File: src/rtl/vscale_htif_pcr_arbiter_pkg.sv
// Shared types for the HTIF PCR arbiter: FSM state encoding,
// requester index type, default timeout and a one-hot helper.
`ifndef HTIF_PCR_WIDTH
`define HTIF_PCR_WIDTH 64
`endif

package vscale_htif_arb_pkg;

    typedef enum logic [1:0] {
        S_IDLE    = 2'd0,
        S_ISSUE   = 2'd1,
        S_WAIT    = 2'd2,
        S_DELIVER = 2'd3
    } arb_state_e;

    typedef logic rq_idx_t;

    localparam int DEFAULT_TIMEOUT_CYCLES = 256;

    function automatic logic [1:0] idx_onehot(input rq_idx_t idx);
        return idx ? 2'b10 : 2'b01;
    endfunction

endpackage

File: src/rtl/vscale_htif_pcr_arbiter_if.sv
// Downstream HTIF PCR request/response channel toward vscale_core.
// master: arbiter side (drives request, accepts response); slave: core side.
interface vscale_htif_pcr_arbiter_if #(
    parameter int PCR_WIDTH  = `HTIF_PCR_WIDTH,
    parameter int ADDR_WIDTH = 12
);
    logic                  pcr_req_valid;
    logic                  pcr_req_ready;
    logic                  pcr_req_rw;
    logic [ADDR_WIDTH-1:0] pcr_req_addr;
    logic [PCR_WIDTH-1:0]  pcr_req_data;
    logic                  pcr_resp_valid;
    logic                  pcr_resp_ready;
    logic [PCR_WIDTH-1:0]  pcr_resp_data;

    modport master (
        output pcr_req_valid, pcr_req_rw, pcr_req_addr, pcr_req_data,
        output pcr_resp_ready,
        input  pcr_req_ready, pcr_resp_valid, pcr_resp_data
    );

    modport slave (
        input  pcr_req_valid, pcr_req_rw, pcr_req_addr, pcr_req_data,
        input  pcr_resp_ready,
        output pcr_req_ready, pcr_resp_valid, pcr_resp_data
    );
endinterface

File: src/rtl/vscale_htif_pcr_arbiter_rr_arb2.sv
// Two-way round-robin grant; last pointer resets to 1 so requester 0
// wins the first contention. Ports: req in, update in, gnt_* out.
module vscale_rr_arb2
    import vscale_htif_arb_pkg::*;
(
    input  logic       clk,
    input  logic       reset_n,
    input  logic [1:0] req,
    input  logic       update,
    output logic       gnt_any,
    output rq_idx_t    gnt_idx
);
    rq_idx_t last_q;
    rq_idx_t last_d;

    always_comb begin
        gnt_idx = 1'b0;
        unique case (req)
            2'b01:   gnt_idx = 1'b0;
            2'b10:   gnt_idx = 1'b1;
            2'b11:   gnt_idx = ~last_q;
            default: gnt_idx = 1'b0;
        endcase
        gnt_any = |req;
        last_d  = update ? gnt_idx : last_q;
    end

    always_ff @(posedge clk or negedge reset_n) begin
        if (!reset_n) last_q <= 1'b1;
        else          last_q <= last_d;
    end
endmodule

File: src/rtl/vscale_htif_pcr_arbiter.sv
// Shares the core HTIF PCR port between the tohost poller (0) and the debug
// host (1): round-robin, one outstanding request, timeout with late-response
// drain. Ports: rq_*/rs_* per requester, pcr (downstream), timeout_seen.
module vscale_htif_pcr_arbiter
    import vscale_htif_arb_pkg::*;
#(
    parameter int PCR_WIDTH      = `HTIF_PCR_WIDTH,
    parameter int ADDR_WIDTH     = 12,
    parameter int TIMEOUT_CYCLES = DEFAULT_TIMEOUT_CYCLES
) (
    input  logic                  clk,
    input  logic                  reset_n,
    input  logic [1:0]            rq_valid,
    output logic [1:0]            rq_ready,
    input  logic [1:0]            rq_rw,
    input  logic [ADDR_WIDTH-1:0] rq_addr0,
    input  logic [ADDR_WIDTH-1:0] rq_addr1,
    input  logic [PCR_WIDTH-1:0]  rq_data0,
    input  logic [PCR_WIDTH-1:0]  rq_data1,
    output logic [1:0]            rs_valid,
    input  logic [1:0]            rs_ready,
    output logic [1:0]            rs_err,
    output logic [PCR_WIDTH-1:0]  rs_data,
    vscale_htif_pcr_arbiter_if.master pcr,
    output logic                  timeout_seen
);
    localparam int TW = (TIMEOUT_CYCLES > 2) ? $clog2(TIMEOUT_CYCLES) : 1;
    localparam logic [TW-1:0] TIMER_MAX = TW'(TIMEOUT_CYCLES - 1);

    arb_state_e            state_q, state_d;
    rq_idx_t               owner_q, owner_d;
    logic                  rw_q, rw_d;
    logic [ADDR_WIDTH-1:0] addr_q, addr_d;
    logic [PCR_WIDTH-1:0]  wdata_q, wdata_d;
    logic [PCR_WIDTH-1:0]  rdata_q, rdata_d;
    logic                  err_q, err_d;
    logic [TW-1:0]         timer_q, timer_d;
    logic                  drain_q, drain_d;
    logic                  ts_q, ts_d;

    logic    gnt_any;
    rq_idx_t gnt_idx;
    logic    accept;

    vscale_rr_arb2 u_rr (
        .clk     (clk),
        .reset_n (reset_n),
        .req     (rq_valid),
        .update  (accept),
        .gnt_any (gnt_any),
        .gnt_idx (gnt_idx)
    );

    // Grant is only offered when idle and no stale response is owed.
    always_comb begin
        rq_ready = 2'b00;
        if (state_q == S_IDLE && !drain_q && gnt_any)
            rq_ready = idx_onehot(gnt_idx);
        accept = |(rq_ready & rq_valid);
    end

    always_comb begin
        state_d = state_q;
        owner_d = owner_q;
        rw_d    = rw_q;
        addr_d  = addr_q;
        wdata_d = wdata_q;
        rdata_d = rdata_q;
        err_d   = err_q;
        timer_d = timer_q;
        drain_d = drain_q;
        ts_d    = ts_q;

        // First response absorbed while draining is the late one; drop it.
        if (drain_q && pcr.pcr_resp_valid)
            drain_d = 1'b0;

        unique case (state_q)
            S_IDLE: begin
                if (accept) begin
                    owner_d = gnt_idx;
                    rw_d    = rq_rw[gnt_idx];
                    addr_d  = gnt_idx ? rq_addr1 : rq_addr0;
                    wdata_d = gnt_idx ? rq_data1 : rq_data0;
                    state_d = S_ISSUE;
                end
            end
            S_ISSUE: begin
                if (pcr.pcr_req_ready) begin
                    timer_d = '0;
                    state_d = S_WAIT;
                end
            end
            S_WAIT: begin
                // A response on the expiry cycle beats the timeout.
                if (pcr.pcr_resp_valid) begin
                    rdata_d = pcr.pcr_resp_data;
                    err_d   = 1'b0;
                    state_d = S_DELIVER;
                end else if (timer_q == TIMER_MAX) begin
                    rdata_d = '0;
                    err_d   = 1'b1;
                    drain_d = 1'b1;
                    ts_d    = 1'b1;
                    state_d = S_DELIVER;
                end else begin
                    timer_d = timer_q + 1'b1;
                end
            end
            S_DELIVER: begin
                if (rs_ready[owner_q])
                    state_d = S_IDLE;
            end
            default: state_d = S_IDLE;
        endcase
    end

    always_ff @(posedge clk or negedge reset_n) begin
        if (!reset_n) begin
            state_q <= S_IDLE;
            owner_q <= 1'b0;
            rw_q    <= 1'b0;
            addr_q  <= '0;
            wdata_q <= '0;
            rdata_q <= '0;
            err_q   <= 1'b0;
            timer_q <= '0;
            drain_q <= 1'b0;
            ts_q    <= 1'b0;
        end else begin
            state_q <= state_d;
            owner_q <= owner_d;
            rw_q    <= rw_d;
            addr_q  <= addr_d;
            wdata_q <= wdata_d;
            rdata_q <= rdata_d;
            err_q   <= err_d;
            timer_q <= timer_d;
            drain_q <= drain_d;
            ts_q    <= ts_d;
        end
    end

    always_comb begin
        pcr.pcr_req_valid  = (state_q == S_ISSUE);
        pcr.pcr_req_rw     = rw_q;
        pcr.pcr_req_addr   = addr_q;
        pcr.pcr_req_data   = wdata_q;
        pcr.pcr_resp_ready = (state_q == S_WAIT) || drain_q;
        rs_valid = (state_q == S_DELIVER) ? idx_onehot(owner_q) : 2'b00;
        rs_err   = (state_q == S_DELIVER && err_q) ? idx_onehot(owner_q) : 2'b00;
        rs_data      = rdata_q;
        timeout_seen = ts_q;
    end
endmodule

File: src/flat_wrapper.sv
// flat-port wrapper written by rule: the top's interface ports become plain ports
module vscale_htif_pcr_arbiter_flat import vscale_htif_arb_pkg::*;
#(
    parameter int PCR_WIDTH      = `HTIF_PCR_WIDTH,
    parameter int ADDR_WIDTH     = 12,
    parameter int TIMEOUT_CYCLES = DEFAULT_TIMEOUT_CYCLES
)
  (clk, reset_n, rq_valid, rq_ready, rq_rw, rq_addr0, rq_addr1, rq_data0, rq_data1, rs_valid, rs_ready, rs_err, rs_data, timeout_seen, pcr_pcr_req_valid, pcr_pcr_req_rw, pcr_pcr_req_addr, pcr_pcr_req_data, pcr_pcr_resp_ready, pcr_pcr_req_ready, pcr_pcr_resp_valid, pcr_pcr_resp_data);
  vscale_htif_pcr_arbiter_if #(.PCR_WIDTH(PCR_WIDTH), .ADDR_WIDTH(ADDR_WIDTH)) pcr_i ();
  input  logic clk;
  input  logic reset_n;
  input  logic [1:0] rq_valid;
  output logic [1:0] rq_ready;
  input  logic [1:0] rq_rw;
  input  logic [ADDR_WIDTH-1:0] rq_addr0;
  input  logic [ADDR_WIDTH-1:0] rq_addr1;
  input  logic [PCR_WIDTH-1:0] rq_data0;
  input  logic [PCR_WIDTH-1:0] rq_data1;
  output logic [1:0] rs_valid;
  input  logic [1:0] rs_ready;
  output logic [1:0] rs_err;
  output logic [PCR_WIDTH-1:0] rs_data;
  output logic timeout_seen;
  output wire logic [$bits(pcr_i.pcr_req_valid)-1:0] pcr_pcr_req_valid;
  output wire logic [$bits(pcr_i.pcr_req_rw)-1:0] pcr_pcr_req_rw;
  output wire logic [$bits(pcr_i.pcr_req_addr)-1:0] pcr_pcr_req_addr;
  output wire logic [$bits(pcr_i.pcr_req_data)-1:0] pcr_pcr_req_data;
  output wire logic [$bits(pcr_i.pcr_resp_ready)-1:0] pcr_pcr_resp_ready;
  input wire logic [$bits(pcr_i.pcr_req_ready)-1:0] pcr_pcr_req_ready;
  input wire logic [$bits(pcr_i.pcr_resp_valid)-1:0] pcr_pcr_resp_valid;
  input wire logic [$bits(pcr_i.pcr_resp_data)-1:0] pcr_pcr_resp_data;
  assign pcr_pcr_req_valid = pcr_i.pcr_req_valid;
  assign pcr_pcr_req_rw = pcr_i.pcr_req_rw;
  assign pcr_pcr_req_addr = pcr_i.pcr_req_addr;
  assign pcr_pcr_req_data = pcr_i.pcr_req_data;
  assign pcr_pcr_resp_ready = pcr_i.pcr_resp_ready;
  assign pcr_i.pcr_req_ready = pcr_pcr_req_ready;
  assign pcr_i.pcr_resp_valid = pcr_pcr_resp_valid;
  assign pcr_i.pcr_resp_data = pcr_pcr_resp_data;
  vscale_htif_pcr_arbiter #(.PCR_WIDTH(PCR_WIDTH), .ADDR_WIDTH(ADDR_WIDTH), .TIMEOUT_CYCLES(TIMEOUT_CYCLES)) u_core (.clk(clk), .reset_n(reset_n), .rq_valid(rq_valid), .rq_ready(rq_ready), .rq_rw(rq_rw), .rq_addr0(rq_addr0), .rq_addr1(rq_addr1), .rq_data0(rq_data0), .rq_data1(rq_data1), .rs_valid(rs_valid), .rs_ready(rs_ready), .rs_err(rs_err), .rs_data(rs_data), .pcr(pcr_i), .timeout_seen(timeout_seen));
endmodule
File: config.mk
export PLATFORM = sky130hd
export DESIGN_NAME = vscale_htif_pcr_arbiter_flat
export DESIGN_NICKNAME = d
export VERILOG_FILES = /design/src/rtl/vscale_htif_pcr_arbiter_pkg.sv /design/src/rtl/vscale_htif_pcr_arbiter_if.sv /design/src/rtl/vscale_htif_pcr_arbiter_rr_arb2.sv /design/src/rtl/vscale_htif_pcr_arbiter.sv /design/src/flat_wrapper.sv
export SDC_FILE = /design/constraint.sdc
export NUM_CORES = 1
export LEC_CHECK = 0
export BUFFER_PORTS_ARGS = -buffer_cell sky130_fd_sc_hd__buf_2
export CAP_MARGIN = 20
export CORE_AREA = 2 2 145 147
export DETAILED_ROUTE_END_ITERATION = 16
export DIE_AREA = 0 0 147 149
export GPL_TIMING_DRIVEN = 1
export PLACE_DENSITY = 0.67
export RECOVER_POWER = 50
export REMOVE_ABC_BUFFERS = 1
export SETUP_SLACK_MARGIN = 0.1
export SYNTH_ARGS = -nofsm -noshare
export SYNTH_HDL_FRONTEND = slang
export SYNTH_SLANG_ARGS = --single-unit
export TNS_END_PERCENT = 30
File: constraint.sdc
create_clock -name clk -period 5.6 [get_ports clk]
set_input_delay 1.12 -clock clk [delete_from_list [all_inputs] [get_ports clk]]
set_output_delay 1.12 -clock clk [all_outputs]
set_load 0.01 [all_outputs]
### Word-level counts from Yosys, hierarchy flattened

Cells that the tools add are included.

* register bits: 156
* bits in latches: 0
* memory bits (writable): 0
* ROM bits: 0
* input bits: 226
* output and inout port bits: 150
* logic and storage cells: 75
* memories: 0

* add/sub/neg operators: 1
* multiply operators: 0
* div/mod/pow operators: 0
* magnitude comparators: 2
* equal/unequal tests: 12
* shifts and indexed selects: 0
* multiplexer cells: 30
* bitwise operators: 3
* reduce and logical (&&, ||, !) cells: 16

Operators with widths (count)
* $mux 64: 3
* $mux 8: 3
* $mux 2: 10
* $pmux 8 s2: 1
* $mux 12: 1
* $mux 1: 10
* $add 8x1->8 const B: 1
* $eq 2x2->1 const B: 4
* $eq 8x8->1 const B: 1
* $pmux 2 s4: 1
* $reduce_and 4->1: 2
* $ne 2x2->1 const B: 3
* $logic_and 1x1->1: 4
* $lt 1x2->1 const B: 2
* $ne 2x1->1 const B: 2
* $reduce_and 2->1: 2
* $reduce_bool 2->1: 2
* $reduce_or 2->1: 2
* $ne 3x2->1 const B: 1
* $reduce_and 3->1: 1
* $and 2x2->2: 1
* $eq 2x1->1 const B: 1
* $logic_not 2->1: 1
* $not 1->1: 2
* other kinds (3): 3

### Logic depth before layout (Yosys ltp)

Gate-level depths: netlist of run 1.

* depth after elaboration: 8
* depth in mapped cells: 8
* mapped depth without buffers: 6

### Cells and area by module

From an unflattened synthesis of run 1, not the netlist that was laid out.

* cells, all modules: 578
* area, all modules: 6643.9 um^2

Modules (own cells, without submodules)
* vscale_htif_pcr_arbiter: instances 1, cells each 574, area each 6585.1 um^2, sequential area each 3878.7 um^2
* vscale_rr_arb2: instances 1, cells each 4, area each 58.8 um^2, sequential area each 26.3 um^2

### Worst setup path after synthesis of run 1

Ideal clock, no wire load.

* kind: input -> output
* from: input rq_valid[1]
* to: output rq_ready[0]
* data arrival time: 2010 ps
* path slack: 2470 ps
* stages on the path: 5
* path through: nor2_1 > or3b_1 > buf_6 > a21oi_4 > buf_2

* cells in the longest elaborated chain, start to end: 4
* elaborated cells between the ends (all ways): 7
* those cells by class: eq/ne: 2; mux: 3; reduce/logical: 2

RTL lines
* start: declaration: RTL line flat_wrapper.sv:12 `input logic [1:0] rq_valid;`
* $eq 2x2->1: RTL line vscale_htif_pcr_arbiter_rr_arb2.sv:18 `unique case (req)`
* $pmux 1 s2: RTL line vscale_htif_pcr_arbiter_rr_arb2.sv:18
* $mux 2: RTL line vscale_htif_pcr_arbiter_pkg.sv:21 `return idx ? 2'b10 : 2'b01;`
* $mux 2 *: RTL line vscale_htif_pcr_arbiter.sv:57 `if (state_q == S_IDLE && !drain_q && gnt_any)`
* end: declaration: RTL line flat_wrapper.sv:13 `output logic [1:0] rq_ready;`

Mark *: on every way between the ends. The rest lies on a longest branch, timed or not.

### Final worst setup path of run 1

Same ends and word-level chain as after synthesis.

==> results of run 1 <==
[state kept, by name, indices dropped and copies added, names as in the netlist]
name,flops
u_core.pcr.pcr_req_addr,12
u_core.pcr.pcr_req_rw,1
u_core.timeout_seen,1
u_core.pcr.pcr_req_data,64
u_core.drain_q,1
u_core.owner_q,1
u_core.rs_data,64
u_core.u_rr.last_q,1
u_core.timer_q,8
u_core.state_q,2
u_core.err_q,1
[per-stage QoR]
| stage | hold slack (ns) | instances |
|---|---|---|
| 3_5_place_dp | 0.442 | 1244 |
| 2_1_floorplan | 0.441 | 586 |
| 4_1_cts | 0.460 | 1276 |
| 3_3_place_gp | 0.442 | 1244 |
| 5_1_grt | 0.486 | 1277 |
| 6_report | 0.459 | 1277 |
[synthesized netlist by cell type, types with 2 or more instances]
cell / instances
dfrtp_1: 155
nand2_1: 140
a221o_1: 77
and2_0: 76
o21ai_0: 68
clkbuf_1: 32
nor2_1: 11
buf_2: 9
inv_1: 7
nand3_1: 7
ha_1: 6
o211ai_1: 6
a21oi_1: 4
buf_6: 4
mux2i_1: 4
or4_1: 4
a21o_1: 2
and2_1: 2
and3_1: 2
buf_1: 2
nor2b_1: 2
[worst register-to-register path, stage by stage (launching register included)]
cell     delay, ns
dfrtp_1       0.40
inv_1         0.13
ha_1          0.51
inv_1         0.22
nor2_4        0.81
buf_4         0.44
nand2_1       0.09
o21ai_0       0.09
[how the worst max path moves through the flow]
stage	to	slack [ns]	from	cells past startpoint
after floorplan	rq_ready[0]	1.22	rq_valid[1]	3
final	rq_ready[0]	2.35	rq_valid[1]	5
after CTS	rq_ready[0]	2.33	rq_valid[1]	5
after global placement	rq_ready[0]	2.34	rq_valid[1]	5
after global routing	u_core.pcr.pcr_req_data[12]	1.89	reset_n	2
after detailed placement	rq_ready[0]	2.33	rq_valid[1]	5
[metal layers]
| metal | track usage [%] | vias up | routed length [um] |
|---|---|---|---|
| met5 | 0 | - | 0 |
| met4 | 7.36 | 0 | 531 |
| met3 | 4.07 | 36 | 1110 |
| met2 | 31.4 | 206 | 10900 |
| met1 | 26.8 | 3065 | 9650 |
| li1 | - | 2949 | - |
[layout by cell type, fill, tap and decap left out, types with 2 or more instances in the layout]
cell,n
and3_1,2
nor2b_1,2
nor2_1,10
inv_1,7
clkinv_4,4
inv_6,3
o211ai_1,6
and2_0,76
and2_1,2
mux2i_1,4
dfrtp_1,155
ha_1,6
inv_8,4
nand3_1,7
clkbuf_16,17
a21o_1,2
o21ai_0,68
buf_4,6
a221o_1,77
buf_2,299
a21oi_1,4
clkbuf_1,78
nand2_1,139
or4_1,4
clkinvlp_4,2
[cell type report]
class                           instances  share of cell area, %
Clock buffer                           18                   4.64
Timing Repair Buffer                  383                   19.9
Inverter                                7                  0.284
Sequential cell                       156                   42.2
Clock inverter                         14                   1.37
Antenna cell                            1                 0.0271
Tap cell                              275                   3.72
Multi-Input combinational cell        423                   27.8
[kinds of logic (layout without fill, tap and decap cells)]
group,after synthesis,count (layout),share of synthesized area [%]
and+or+nand+nor,252,252,17.9
muxes,5,5,0.765
other,0,1,0
AOI/OAI and AO/OA,160,160,18.3
adders and majority gates,6,6,1.12
buffers and inverters,55,422,3.75
DFF,156,156,58.2
[power by group]
group,internal [mW],total [mW],switching (mW)
combinational,0.860,2.03,1.17
clock,0.586,1.11,0.522
sequential,1.64,1.92,0.279
==> impl_metrics.py, run 1 <==
metrics = {
    "yosys": {
        "yosysTopAreaCellShare_pct": 57.8,
        "synth_area_per_cell_um2": 10.6,
        "synth_async_sr_flop_share_pct": 100,
        "ys_types": 35,
        "synth-seq-area-share_pct": 58.2,
        "synthCells": 634,
        "yosysWarningCount": 0,
        "yosysTopAreaCell": "dfrtp_1",
        "synth_area_um2": 6710,
        "ys_ff_latch": 156,
        "synthFlopType": "dfrtp_1",
        "synth_edf_count": 0,
        "ys_top_cells_by_area": "dfrtp_1, a221o_1, nand2_1, and2_0, o21ai_0",
    },
    "placement": {
        "pre_cts_ws_ns": 2.33,
        "placed_area_um2": 8790,
        "place_congestion": 0.855,
        "hpwlAfterDp_um": 15400,
        "io_buffer_count": 375,
    },
    "finish": {
        "final_util_pct": 45.0,
        "area_delta_synth_final_pct": 37.8,
        "seqCellArea_um2": 3910,
        "n_fill_cell": 2033,
        "design_area_um2": 9240,
        "multiInputGateArea_um2": 2570,
        "nets": 1220,
        "drive_gt1_share_pct": 34.6,
    },
    "critical_path": {
        "path_buf_inv": 2,
        "ff2ff_path_depth": 7,
        "critPathTopFamily": "simple AND/OR/NAND/NOR gates",
        "slowest_delay_ns": 0.48,
        "cp_data_arrival_time_ns": 2.13,
        "worst_ep_required_time_ns": 4.48,
        "worstSetupPathType": "in -> out",
        "r2r_slack_ns": 2.81,
        "slowest_stage": "or3b_2",
        "path_cells": "buf_2 > nor2_1 > or3b_2 > a21oi_4 > buf_2",
        "r2r-start": "u_core.state_q[0]",
        "start_kind": "input port",
        "critPathCaptureType": "output port",
        "r2r_end": "u_core.rs_data[62]",
        "crit_path_max_fanout": 3,
        "crit_top_cell": "buf_2",
    },
    "timing": {
        "finalCritPeriodShare_pct": 58.0,
        "hold_viol_final": 0,
        "layout_setup_ws_ns": 2.35,
        "fin_crit_ns": 3.25,
        "setup_viol": 0,
        "slew_headroom_pct": -35.1,
        "drv_slew": 71,
        "tightest_slew_ns": 2.03,
        "rsz0062_at_grt": "no",
        "skew_ns": 0.0116,
        "fin_tns_setup_ns": 0,
        "fmax_ghz": 0.308,
    },
    "clock_tree": {
        "post-cts-setup-buffers": 0,
        "cts_made_buffers": 17,
        "cts_tree": "built",
        "hold_buffers": 0,
        "cts_resized": 0,
        "max-clock-path-buffers": 2,
        "clk_latency_ns": 0.42,
        "ctsHtreeMaxLevel": 4,
        "clkSinkCount": 156,
        "cts.clk_slew.worst_paths_ns": 0.07,
        "root_buffer": "clkbuf_16",
    },
    "route": {
        "drtIter0Drc": 384,
        "ant_nets": 0,
        "drc": 0,
        "dr_total_vias": 6256,
        "vias_per_cell": 4.90,
        "post_drt_wl_per_cell_um": 17.4,
        "dr.pass1.iters": 5,
        "routed_wl_um": 22200,
    },
    "power_and_ir_drop": {
        "peakVddDrop_mv": 0.274,
        "p_total_mw": 5.06,
        "power_leakage_nw": 4.52,
        "powerDensity_nw_per_um2": 547,
    },
    "grt": {
        "antenna_found_initial": 1,
        "grtUsageTotal_pct": 19.7,
        "first_global_vias": 6037,
        "overflow": 0,
        "grt_pass1_wl_um": 34200,
        "grt_max_degree": 90,
    },
    "flow_run": {
        "maxCapViolCount": 2,
    },
    "floorplan": {
        "die_x_um": 147,
        "start_util_pct": 32.6,
        "rows": 53,
        "core-area_um2": 20600,
        "dieArea_um2": 21900,
        "ios": 376,
        "die_y_um": 149,
    },
    "status": {
        "violations": "capacitance limit, slew limit",
        "outcome": "finished with violations",
    },
    "worst_hold_path": {
        "hold_depth": 1,
        "hold_path_startpoint": "u_core.timeout_seen",
        "hold_end": "u_core.timeout_seen",
        "hold_class": "reg -> reg",
    },
}
Note: power is estimated with default switching activity, not from simulation.
==> run 2, diff against run 1 <==
- clock period: 5.6 -> 3.3 ns (I/O delays scaled with it)
==> run 2 against run 1 <==
Net effect: the run still ends with capacitance limit, slew limit left; utilization rose by 0.38 points; non-clock buffer count increased by 6; global-route usage shrank 0.22 points; clock skew is 0.0010 ns lower; cell count rose by 0.47%; largest power group unchanged.
==> impl_metrics.py, run 2 (synthesized netlist as in run 1, its figures left out) <==
metrics = {
    "power_and_ir_drop": {
        "p_total_mw": 8.61,
        "power_leakage_nw": 4.54,
        "peakVddDrop_mv": 0.382,
        "powerDensity_nw_per_um2": 924,
    },
    "critical_path": {
        "crit_path_max_fanout": 4,
        "worstSetupPathType": "reg -> out",
        "start_kind": "register",
        "critPathCaptureType": "output port",
        "cp_data_arrival_time_ns": 2.07,
        "worst_ep_required_time_ns": 2.64,
    },
    "clock_tree": {
        "clkSinkCount": 156,
        "post-cts-setup-buffers": 0,
        "hold_buffers": 0,
        "cts_resized": 0,
        "cts_made_buffers": 17,
        "cts_tree": "built",
        "max-clock-path-buffers": 2,
        "root_buffer": "clkbuf_16",
        "ctsHtreeMaxLevel": 4,
        "cts.clk_slew.worst_paths_ns": 0.07,
        "clk_latency_ns": 0.42,
    },
    "finish": {
        "final_util_pct": 45.3,
        "nets": 1226,
        "n_fill_cell": 2060,
        "drive_gt1_share_pct": 34.9,
        "final_common_cell": "buf_2",
        "area_delta_synth_final_pct": 38.9,
        "mostFrequentLayoutCells": "buf_2, dfrtp_1, nand2_1",
    },
    "status": {
        "outcome": "finished with violations",
        "violations": "capacitance limit, slew limit",
    },
    "route": {
        "post_drt_wl_per_cell_um": 17.2,
        "drtIter0Drc": 358,
        "routed_wl_um": 22100,
        "ant_nets": 0,
        "dr_total_vias": 6252,
        "dr.pass1.iters": 4,
        "drc": 0,
        "vias_per_cell": 4.87,
    },
    "timing": {
        "skew_ns": 0.0105,
        "drv_slew": 68,
        "setup_viol": 0,
        "finalCritPeriodShare_pct": 82.8,
        "fin_crit_ns": 2.73,
        "tightest_slew_ns": 1.76,
        "fin_hold_ws_ns": 0.436,
        "slew_headroom_pct": -17.1,
        "fmax_ghz": 0.366,
        "hold_viol_final": 0,
        "rsz0062_at_grt": "no",
    },
    "grt": {
        "grtUsageTotal_pct": 19.5,
        "antenna_found_initial": 0,
        "first_global_vias": 5900,
        "grt_max_degree": 80,
        "grt_pass1_wl_um": 33500,
        "overflow": 0,
    },
    "floorplan": {
        "core-area_um2": 20600,
        "start_util_pct": 32.6,
        "die_y_um": 149,
        "rows": 53,
        "dieArea_um2": 21900,
        "ios": 376,
        "die_x_um": 147,
    },
    "placement": {
        "io_buffer_count": 375,
        "place_congestion": 0.854,
        "hpwlAfterDp_um": 15400,
    },
    "worst_hold_path": {
        "hold_class": "in -> reg",
    },
    "flow_run": {
        "maxCapViolCount": 1,
    },
}
run 2: critical path, stage by stage, from the launching register on:
cell,delay (ns)
dfrtp_1,0.41
inv_1,0.13
ha_1,0.19
or3b_2,0.49
a21oi_4,0.23
buf_2,0.21
run 2: final timing paths:
| kind | from | end | slack (ns) | depth (start not counted) |
|---|---|---|---|---|
| worst max-delay path | u_core.state_q[0] | rq_ready[0] | 0.57 | 5 |
| worst min-delay path | pcr_pcr_resp_data[15] | u_core.rs_data[15] | 0.44 | 3 |
| worst max register to register | u_core.state_q[0] | u_core.pcr.pcr_req_data[48] | 0.97 | 6 |
| worst min register to register | u_core.timeout_seen | u_core.timeout_seen | 0.46 | 1 |
| max in group asynchronous | reset_n | u_core.rs_data[43] | 1.03 | 2 |
| min in group asynchronous | reset_n | u_core.pcr.pcr_req_data[51] | 0.70 | 1 |
run 2: report_power, final:
group	internal, mW	total (mW)	switching, mW
sequential	2.78	3.23	0.450
clock	0.999	1.85	0.846
combinational	1.51	3.53	2.02
total	5.29	8.61	3.32
run 2: final cells by class:
type / count / area, um2 / area share, %
flip-flops and latches: 156 / 3910 / 41.9
inverters: 7 / 26.3 / 0.282
clock buffers: 19 / 443 / 4.75
repair buffers: 389 / 1920 / 20.6
clock inverters: 13 / 108 / 1.15
diodes: 1 / 2.50 / 0.0268
multi-input cells: 423 / 2570 / 27.6
well taps: 275 / 344 / 3.69
run 2: metrics by stage:
stage	area (um2)	setup slack (ns)	TNS, ns	std cells
finish	9320	0.567	0	1283
global route	9320	0.446	0	1282
CTS	9430	0.512	0	1282
detailed placement	8880	0.847	0	1250
global placement	8880	0.855	0	1250
floorplan	6480	-0.818	-54.16	586
run 2: routing by layer:
metal,track usage [%],up-vias,part of all wire [%],wire length [um]
met1,26.4,3051,43,9590
met5,0,-,0,0
met2,31.6,218,49,10900
met4,5.43,0,1.5,329
met3,4.56,26,5.9,1300
li1,-,2957,-,-
==> run 3, diff against run 2 <==
- PLACE_DENSITY: 0.67 -> 0.69
- clock period: 3.3 -> 2.3 ns (I/O delays scaled with it)
==> run 3 against run 2 <==
Net effect: the run now ends clean; worst hold slack got worse by 0.19 ns; routed wire length increased by 3.2%; power grew 46%; sequential power rose by 45%; die area did not move; setup slack worse by 0.56 ns; utilization is 0.68 points higher.
==> impl_metrics.py, run 3 (synthesized netlist as in run 1, its figures left out) <==
metrics = {
    "finish": {
        "area_delta_synth_final_pct": 41.0,
        "design_area_um2": 9460,
        "drive_gt1_share_pct": 36.4,
        "nets": 1239,
        "final_common_cell": "buf_2",
        "mostFrequentLayoutCells": "buf_2, dfrtp_1, nand2_1",
    },
    "placement": {
        "hpwlAfterDp_um": 16100,
        "place_congestion": 0.884,
        "io_buffer_count": 375,
        "pre_cts_ws_ns": 0.0792,
        "placed_area_um2": 8960,
    },
    "clock_tree": {
        "max-clock-path-buffers": 2,
        "cts.clk_slew.worst_paths_ns": 0.07,
        "clkSinkCount": 156,
        "cts_tree": "built",
        "cts_made_buffers": 17,
        "clk_latency_ns": 0.42,
        "ctsHtreeMaxLevel": 4,
        "root_buffer": "clkbuf_16",
    },
    "timing": {
        "rsz0062_at_grt": "yes",
        "fmax_ghz": 0.437,
        "drv_slew": 0,
        "hold_viol_final": 0,
        "tightest_slew_ns": 1.33,
        "slew_headroom_pct": 11.3,
        "fin_hold_ws_ns": 0.243,
        "setup_viol": 0,
        "skew_ns": 0.0107,
        "finalCritPeriodShare_pct": 99.6,
        "layout_setup_ws_ns": 0.00939,
        "fin_crit_ns": 2.29,
    },
    "grt": {
        "grtUsageTotal_pct": 19.9,
        "first_global_vias": 6178,
        "grt_pass1_wl_um": 34100,
        "antenna_found_initial": 2,
        "overflow": 0,
        "grt_max_degree": 80,
    },
    "route": {
        "post_drt_wl_per_cell_um": 17.6,
        "ant_nets": 0,
        "drc": 0,
        "vias_per_cell": 4.93,
        "drtIter0Drc": 372,
        "dr.pass1.iters": 4,
        "routed_wl_um": 22800,
        "dr_total_vias": 6394,
    },
    "status": {
        "outcome": "finished, final reports clean",
    },
    "floorplan": {
        "ios": 376,
        "core-area_um2": 20600,
        "rows": 53,
        "start_util_pct": 32.6,
        "dieArea_um2": 21900,
        "die_x_um": 147,
        "die_y_um": 149,
    },
    "critical_path": {
        "worst_ep_required_time_ns": 1.84,
        "r2r-start": "u_core.state_q[1]",
        "crit_path_max_fanout": 3,
        "start_kind": "register",
        "cp-startpoint": "u_core.state_q[1]",
        "worstSetupPathType": "reg -> out",
        "cp_data_arrival_time_ns": 1.83,
        "critPathCaptureType": "output port",
    },
    "power_and_ir_drop": {
        "peakVddDrop_mv": 0.640,
        "powerDensity_nw_per_um2": 1330,
        "p_total_mw": 12.6,
        "power_leakage_nw": 4.63,
    },
    "worst_hold_path": {
        "hold_path_startpoint": "pcr_pcr_resp_data[16]",
        "hold_class": "in -> reg",
    },
    "flow_run": {
        "maxCapViolCount": 0,
    },
}
run 3: cell types whose count changed in the layout (fill, tap and decap cells not counted), moves of 2 or more:
cell,previous run,this run
ha_1,6,4
clkinv_4,3,0
inv_2,0,2
inv_1,7,5
clkbuf_1,79,75
buf_6,0,2
buf_4,6,18
clkinv_2,1,3
run 3: power by group:
group | internal (mW) | switching [mW]
registers | 4.00 | 0.678
clock network | 1.41 | 1.22
logic | 2.33 | 2.98
total | 7.74 | 4.87
run 3: metal layers:
layer	vias up	GRT usage, %	wire [um]	part of all wire, %
met4	2	6.44	440	1.9
met5	-	0	13	0.057
met2	227	32.8	11400	50
met3	31	4.71	1300	5.7
met1	3150	26.2	9720	43
li1	2984	-	-	-
run 3: layout make-up:
cell class              count  area (um2)
diodes                      1        2.50
clock buffers              18         429
clock inverters            14         111
fillers                  2013       11100
inverters                   7        26.3
multi-input cells         423        2590
flip-flops and latches    156        3910
well taps                 275         344
repair buffers            402        2060
run 3: path summary, 6_finish.rpt:
| check | to | slack, ns | cells past startpoint |
|---|---|---|---|
| max | rq_ready[0] | 0.009 | 5 |
| min | u_core.rs_data[16] | 0.24 | 3 |
| max reg2reg | u_core.pcr.pcr_req_data[12] | 0.21 | 7 |
| min reg2reg | u_core.u_rr.last_q | 0.47 | 2 |
| max in group asynchronous | u_core.pcr.pcr_req_data[18] | 0.25 | 3 |
| min in group asynchronous | u_core.rs_data[8] | 0.46 | 2 |
run 3: repair_timing:
item                                    in CTS  in global routing
pin swaps                                    1                  0
hold endpoints to repair                    24                  0
hold buffers                                 1                  0
setup buffers                                5                  2
resized for setup                            7                  0
endpoints found under the setup margin      25                  2
run 3: through the flow:
| step | util, % | cells | TNS [ns] |
|---|---|---|---|
| after floorplan | - | 586 | -187.24 |
| after global placement | 43.6 | 1255 | 0 |
| after detailed placement | 43.6 | 1255 | 0 |
| after CTS | 46.5 | 1293 | 0 |
| after global routing | 46.0 | 1296 | -1.25 |
| final | 46.0 | 1296 | 0 |
run 3: critical path, stage by stage, from the launching register on:
cell	delay [ns]
dfrtp_1	0.40
inv_2	0.09
ha_4	0.14
or3b_4	0.39
a21oi_4	0.25
buf_6	0.15
